===== src/rtl/vram_scan_arbiter.sv =====
// Single-port pixel RAM arbiter: VGA scan-out reads take fixed slots, compute-engine
// writes fill the remaining cycles, and a two-bank scheme swaps banks at the start of vertical blanking.
module vram_scan_arbiter #(
  parameter int H_ACTIVE = 640,
  parameter int V_ACTIVE = 480,
  parameter int ADDR_W   = 19,
  parameter int DATA_W   = 8
) (
  input  logic              clk,
  input  logic              rst_n,
  input  logic              pix_tick,
  input  logic [9:0]        hcount,
  input  logic [9:0]        vcount,
  input  logic              wr_valid,
  output logic              wr_ready,
  input  logic [ADDR_W-1:0] wr_addr,
  input  logic [DATA_W-1:0] wr_data,
  input  logic              swap_req,
  output logic              swap_ack,
  output logic              front_bank,
  output logic              mem_en,
  output logic              mem_we,
  output logic [ADDR_W:0]   mem_addr,
  output logic [DATA_W-1:0] mem_wdata,
  input  logic [DATA_W-1:0] mem_rdata,
  output logic [DATA_W-1:0] pix_data,
  output logic              pix_valid,
  output logic              err_oob
);

  localparam logic [9:0]        H_LIM     = 10'(H_ACTIVE);
  localparam logic [9:0]        V_LIM     = 10'(V_ACTIVE);
  localparam logic [ADDR_W-1:0] PIX_TOTAL = ADDR_W'(H_ACTIVE * V_ACTIVE);

  typedef enum logic {
    S_IDLE  = 1'b0,
    S_ARMED = 1'b1
  } swap_state_e;

  swap_state_e       state_q, state_d;
  logic              front_bank_q, front_bank_d;
  logic              swap_ack_q, swap_ack_d;
  logic              mem_en_q, mem_en_d;
  logic              mem_we_q, mem_we_d;
  logic [ADDR_W:0]   mem_addr_q, mem_addr_d;
  logic [DATA_W-1:0] mem_wdata_q, mem_wdata_d;
  logic [1:0]        tick_pipe_q, tick_pipe_d;
  logic [1:0]        act_pipe_q, act_pipe_d;
  logic [DATA_W-1:0] pix_data_q, pix_data_d;
  logic              pix_valid_q, pix_valid_d;
  logic              err_oob_q, err_oob_d;

  logic              act;
  logic              swap_tick;
  logic              swap_fire;
  logic              wr_fire;
  logic              wr_oob;
  logic [ADDR_W-1:0] vc_ext;
  logic [ADDR_W-1:0] hc_ext;
  logic [ADDR_W-1:0] rd_addr;

  assign act       = pix_tick & (hcount < H_LIM) & (vcount < V_LIM);
  assign swap_tick = pix_tick & (hcount == '0) & (vcount == V_LIM);
  assign wr_ready  = ~act;
  assign wr_fire   = wr_valid & ~act;
  assign wr_oob    = (wr_addr >= PIX_TOTAL);

  assign vc_ext = ADDR_W'(vcount);
  assign hc_ext = ADDR_W'(hcount);

  // 640 = 512 + 128, so the line offset needs only two shifts and an add.
  generate
    if (H_ACTIVE == 640) begin : g_addr_shift
      assign rd_addr = (vc_ext << 9) + (vc_ext << 7) + hc_ext;
    end else begin : g_addr_mul
      assign rd_addr = vc_ext * ADDR_W'(H_ACTIVE) + hc_ext;
    end
  endgenerate

  always_comb begin
    state_d      = state_q;
    swap_fire    = 1'b0;
    case (state_q)
      S_IDLE:  if (swap_req) state_d = S_ARMED;
      S_ARMED: if (swap_tick) begin
        swap_fire = 1'b1;
        state_d   = S_IDLE;
      end
      default: state_d = S_IDLE;
    endcase

    front_bank_d = front_bank_q ^ swap_fire;
    swap_ack_d   = swap_fire;

    mem_en_d    = 1'b0;
    mem_we_d    = 1'b0;
    mem_addr_d  = '0;
    mem_wdata_d = '0;
    if (act) begin
      mem_en_d   = 1'b1;
      mem_addr_d = {front_bank_q, rd_addr};
    end else if (wr_fire && !wr_oob) begin
      // Writes go to the back bank as it stands after any toggle on this cycle.
      mem_en_d    = 1'b1;
      mem_we_d    = 1'b1;
      mem_addr_d  = {~front_bank_d, wr_addr};
      mem_wdata_d = wr_data;
    end

    err_oob_d = err_oob_q | (wr_fire & wr_oob);

    tick_pipe_d = {tick_pipe_q[0], pix_tick};
    act_pipe_d  = {act_pipe_q[0], act};
    pix_valid_d = tick_pipe_q[1];
    pix_data_d  = pix_data_q;
    if (tick_pipe_q[1]) begin
      pix_data_d = act_pipe_q[1] ? mem_rdata : '0;
    end
  end

  always_ff @(posedge clk or negedge rst_n) begin
    if (!rst_n) begin
      state_q      <= S_IDLE;
      front_bank_q <= 1'b0;
      swap_ack_q   <= 1'b0;
      mem_en_q     <= 1'b0;
      mem_we_q     <= 1'b0;
      mem_addr_q   <= '0;
      mem_wdata_q  <= '0;
      tick_pipe_q  <= '0;
      act_pipe_q   <= '0;
      pix_data_q   <= '0;
      pix_valid_q  <= 1'b0;
      err_oob_q    <= 1'b0;
    end else begin
      state_q      <= state_d;
      front_bank_q <= front_bank_d;
      swap_ack_q   <= swap_ack_d;
      mem_en_q     <= mem_en_d;
      mem_we_q     <= mem_we_d;
      mem_addr_q   <= mem_addr_d;
      mem_wdata_q  <= mem_wdata_d;
      tick_pipe_q  <= tick_pipe_d;
      act_pipe_q   <= act_pipe_d;
      pix_data_q   <= pix_data_d;
      pix_valid_q  <= pix_valid_d;
      err_oob_q    <= err_oob_d;
    end
  end

  assign front_bank = front_bank_q;
  assign swap_ack   = swap_ack_q;
  assign mem_en     = mem_en_q;
  assign mem_we     = mem_we_q;
  assign mem_addr   = mem_addr_q;
  assign mem_wdata  = mem_wdata_q;
  assign pix_data   = pix_data_q;
  assign pix_valid  = pix_valid_q;
  assign err_oob    = err_oob_q;

endmodule


===== config.mk =====
export PLATFORM = sky130hd
export DESIGN_NAME = vram_scan_arbiter
export DESIGN_NICKNAME = d
export VERILOG_FILES = /design/src/rtl/vram_scan_arbiter.sv
export SDC_FILE = /design/constraint.sdc
export NUM_CORES = 1
export LEC_CHECK = 0
export CAP_MARGIN = 10
export CELL_PAD_IN_SITES_DETAIL_PLACEMENT = 1
export CELL_PAD_IN_SITES_GLOBAL_PLACEMENT = 1
export CORE_MARGIN = 10
export CORE_UTILIZATION = 25
export DETAILED_ROUTE_END_ITERATION = 10
export PLACE_DENSITY_LB_ADDON = 0.1
export SLEW_MARGIN = 15
export SYNTH_ARGS = -nofsm -noshare
export SYNTH_HDL_FRONTEND = slang
export SYNTH_SLANG_ARGS = --single-unit

===== constraint.sdc =====
create_clock -name clk -period 2.92 [get_ports clk]
set_input_delay 0.438 -clock clk [delete_from_list [all_inputs] [get_ports clk]]
set_output_delay 0.438 -clock clk [all_outputs]
set_load 0.005 [all_outputs]

Word-level counts from Yosys, hierarchy flattened. Index checks and enable logic that the tools add are counted.

Mux-type cells: 13. Equality and inequality tests: 1. Bitwise gates (word level): 11. Add/sub/neg operators: 2. $lt $le $gt $ge: 3. Reduce and logical (&&, ||, !) cells: 3.

Operators by type and width (count): $mux 20 (2); $mux 8 (3); $add 19x10->19 (1); $add 19x17->19 (1); $ge 19x19->1 const B (1); $eq 10x9->1 const B (1); $logic_not 10->1 (1); $lt 10x10->1 const B (1); $lt 10x9->1 const B (1); $mux 1 (7); $and 1x1->1 (6); $not 1->1 (3); $pmux 1 s2 (1); $logic_and 1x1->1 (1); $logic_not 1->1 (1); $or 1x1->1 (1); $xor 1x1->1 (1).

Flip-flop bits (word level): 47. Input bits: 60. Output and inout bits: 43.

Depth between registers and ports, before layout.
Depth in word-level cells: 9. Depth in mapped cells: 9. Mapped depth without buffers: 9.

Worst setup path after synthesis. Ideal clock, no wire load.

Path kind: input -> register. Start point: input port hcount[9]. End point: register mem_addr_q[17], in the netlist mem_addr[17]. Cell stages on the path: 9. Arrival time: 2.385 ns. Required time: 2.800 ns. Slack: 0.415 ns. Library setup time: 0.120 ns. Buffers on the path: 0. Path through: inv_1 > fa_1 > inv_1 > ha_1 > a21oi_1 > nand4b_1 > a21oi_2 > or4_1 > a31o_1.

Longest elaborated chain between the ends: 8. Elaborated cells on any way between the ends: 9. Classes of those cells: add/sub (1); order compare (1); mux (2); bitwise (4); reduce/logical (1).

RTL lines: from (decl) (line 12) `input logic [9:0] hcount,`; $lt 10x10->1 (line 62) `assign act = pix_tick & (hcount < H_LIM) & (vcount < V_LIM);`; $and 1x1->1 (2 in series) (line 62); $not 1->1 (line 65) `assign wr_fire = wr_valid & ~act;`; $and 1x1->1 (line 65); $logic_and 1x1->1 (line 102) `end else if (wr_fire && !wr_oob) begin`; $mux 20 (line 102); $mux 20 * (line 99) `if (act) begin`; via mem_addr_d[17] (line 45) `logic [ADDR_W:0] mem_addr_q, mem_addr_d;`; to (signal assigned) (line 141) `mem_addr_q <= mem_addr_d;`; to (decl) (line 45).

The timed path passes the listed nets; every way through them passes the cells marked *. A chain may end at the register's enable or synchronous reset.

Worst setup path after layout. Ends and elaborated chain as after synthesis.

==> impl_metrics.ini <==
[sta]
slew_violations = 0
post-route-min-period_ns = 2.79
fin_tns_setup_ns = 0
finClkSkew_ns = 0.00904
fin_crit_sh = 0.955
setup_violations = 0
max_freq_mhz = 359
hold_viol_final = 0
slew_headroom = 0.624
worst_hold_slack_ns = 0.124
worst_slack_ns = 0.131
rsz0062_at_grt = false
tightest_slew_ns = 0.564

[grt]
grt_usage = 0.112
grt_remaining_overflow = 0
grt_pass1_vias = 2162
antenna_found_initial = 0
grt_start_max_net_pins = 27
grt_pass1_wl_microns = 11900

[place]
place.gp.congestion = 0.759
dp_cells = 427
placed_area_sq_mm = 0.00352
place_hpwl_microns = 6380
placement.io_buffers = 102
place_ws_ns = -0.205

[synth]
synth_fp_nets = 289
synthSimpleGateAreaFrac = 0.127
synth_area_leaders = dfrtp_1, ha_1, a22o_1
synthAdderAreaFrac = 0.122
synth.distinct_cells = 41
synth_top_family_by_area = compound AO/OA/AOI/OAI gates
synth_xor_area_frac = 0.0269
netlist_area_sq_mm = 0.00228
post-synth-top-count-cell = dfrtp_1
synth_mux_area_frac = 0.00440
synth_seq_area_share = 0.517
yosys.area.top_type_share = 0.517
synthCells = 208
synth_top_flop_cell = dfrtp_1
yosysTopAreaCell = dfrtp_1
synth-compound-area-share = 0.159
synth_commonest_cells = dfrtp_1, ha_1, o21ai_0
syn_area_per_cell_sq_um = 10.9
ys_warn_count = 0
synth_edf_count = 0
async_flop_share = 1.00
ys_seq_elements = 47

[layout]
syn_to_final_growth_pct = 60.0
stdcell_area_sq_mm = 0.00364
n_fill_cell = 994
utilization = 0.413
diodes = 0
instances_no_fill = 435
nets = 407
drive_above_1_share = 0.104

[floorplanning]
die_w_microns = 115
fp.coreArea_sq_mm = 0.00881
io_pins = 103
rows = 34
dieHeight_microns = 115
initial_core_util = 0.258
dieArea_sq_mm = 0.0133

[route]
num_vias = 2003
drc = 0
drtAntennaViolNets = 0
drt_iter0_markers = 47
routed_via_density = 4.60
wl_per_cell_microns = 17.5
wl_microns = 7620
dr.pass1.iters = 4

[pwr]
power_leakage_nw = 1.62
seqPwrFrac = 0.442
netSwitchingFraction = 0.261
p_int_mw = 1.18
power_density_mw_per_mm2 = 438
power.switching_uw = 416
ir_drop_uv = 160
power_mw = 1.60
comb_power_share = 0.257
clock_power_share = 0.301

[critical_path]
crit_slowest_cell = fa_1
cp-start-kind = input pin
critPathMaxFanout = 2
arrival_ns = 2.97
cp-end-kind = flip-flop
critical_path_class = in2reg
cpMostUsedCell = inv_1
required_ns = 3.10
cpPeakStageDelay_ns = 0.53
path_cells = clkdlybuf4s50_1, inv_1, fa_1, inv_1, ha_1, a21oi_1, nand4b_1, a21oi_2, or4_1, a31o_1

[outcome]
status = finished, final reports clean

[clock_network]
clock-sinks = 47
cts_buffer_depth = 2
root_buffer = clkbuf_8
clk_latency_ns = 0.30
htreeDepth = 2
cts_hold_buf = 0
clk_pin_slew_ns = 0.09
cts_tree = built
cts_buffers = 5

[run]
maxCapViolations = 0

[hold_path]
hold_class = in2async
## per-layer routing
layer  vias up  GRT usage  part of all wire
met5         -          0                 0
met4         0     0.0329            0.0083
met3         4     0.0233             0.060
met2        55      0.190              0.50
met1       971      0.140              0.43
li1        973          -                 -
## cells by family after synthesis
logic type | count (synthesis)
simple gates | 55
xor+xnor | 7
flops | 47
fa+ha+maj | 21
mux | 1
compound gates | 52
buf+inv | 25
## cell usage in the layout (no fill, tap or decap), types with 7 or more instances in the layout
master / n
clkdlybuf4s50_1: 101
dfrtp_1: 47
o21ai_0: 19
ha_1: 19
buf_4: 18
inv_1: 16
nand2_1: 15
a22o_1: 11
nand3_1: 9
and2_1: 8
nor2_1: 7
## power groups by stage
stage	Clock, mW	Sequential, mW	Combinational, mW
after floorplan	0	0.720	0.154
after global placement	0	0.717	0.413
after detailed placement	0	0.719	0.417
after CTS	0.502	0.705	0.420
after global routing	0.529	0.709	0.457
final	0.481	0.705	0.410
## path summary, 6_finish.rpt
path                                      from             end  slack (ns)  cells after the start
worst max-delay path                 hcount[9]    mem_addr[17]        0.13                     10
worst min-delay path                     rst_n          mem_we        0.12                      1
worst max register to register         state_q    mem_addr[19]        1.55                      4
worst min register to register  tick_pipe_q[0]  tick_pipe_q[1]        0.36                      0
max in group asynchronous                rst_n     mem_addr[9]        2.18                      2
min in group clk                tick_pipe_q[0]  tick_pipe_q[1]        0.36                      0
## worst max-delay path, delay by kind of cell
kind | cells | cell delay, ns
AND/OR/NAND/NOR | 2 | 0.65
buffers and inverters | 3 | 0.59
adder cells (fa/ha/maj) | 2 | 0.82
AO/OA/AOI/OAI | 3 | 0.47
## registers in the layout, summed over array words and instances (netlist names)
| register | cells |
|---|---|
| state_q | 1 |
| swap_ack | 1 |
| mem_we | 1 |
| mem_addr | 20 |
| err_oob | 1 |
| tick_pipe_q | 2 |
| mem_wdata | 8 |
| front_bank | 1 |
| pix_valid | 1 |
| mem_en | 1 |
| act_pipe_q | 2 |
| pix_data | 8 |
## area by class of cell
class / count / area, sq um / share of cell area
inverters: 16 / 60.1 / 0.0165
multi-input cells: 136 / 1010 / 0.276
well taps: 108 / 135 / 0.0371
repair buffers: 120 / 1150 / 0.316
clock inverters: 3 / 43.8 / 0.0120
flip-flops and latches: 47 / 1180 / 0.323
clock buffers: 5 / 68.8 / 0.0189
## timing repair
item / CTS / global route
resized for setup: 0 / 1
setup buffers: 0 / 0
endpoints found under the setup margin: 0 / 1
(Power assumes the default switching activity.)
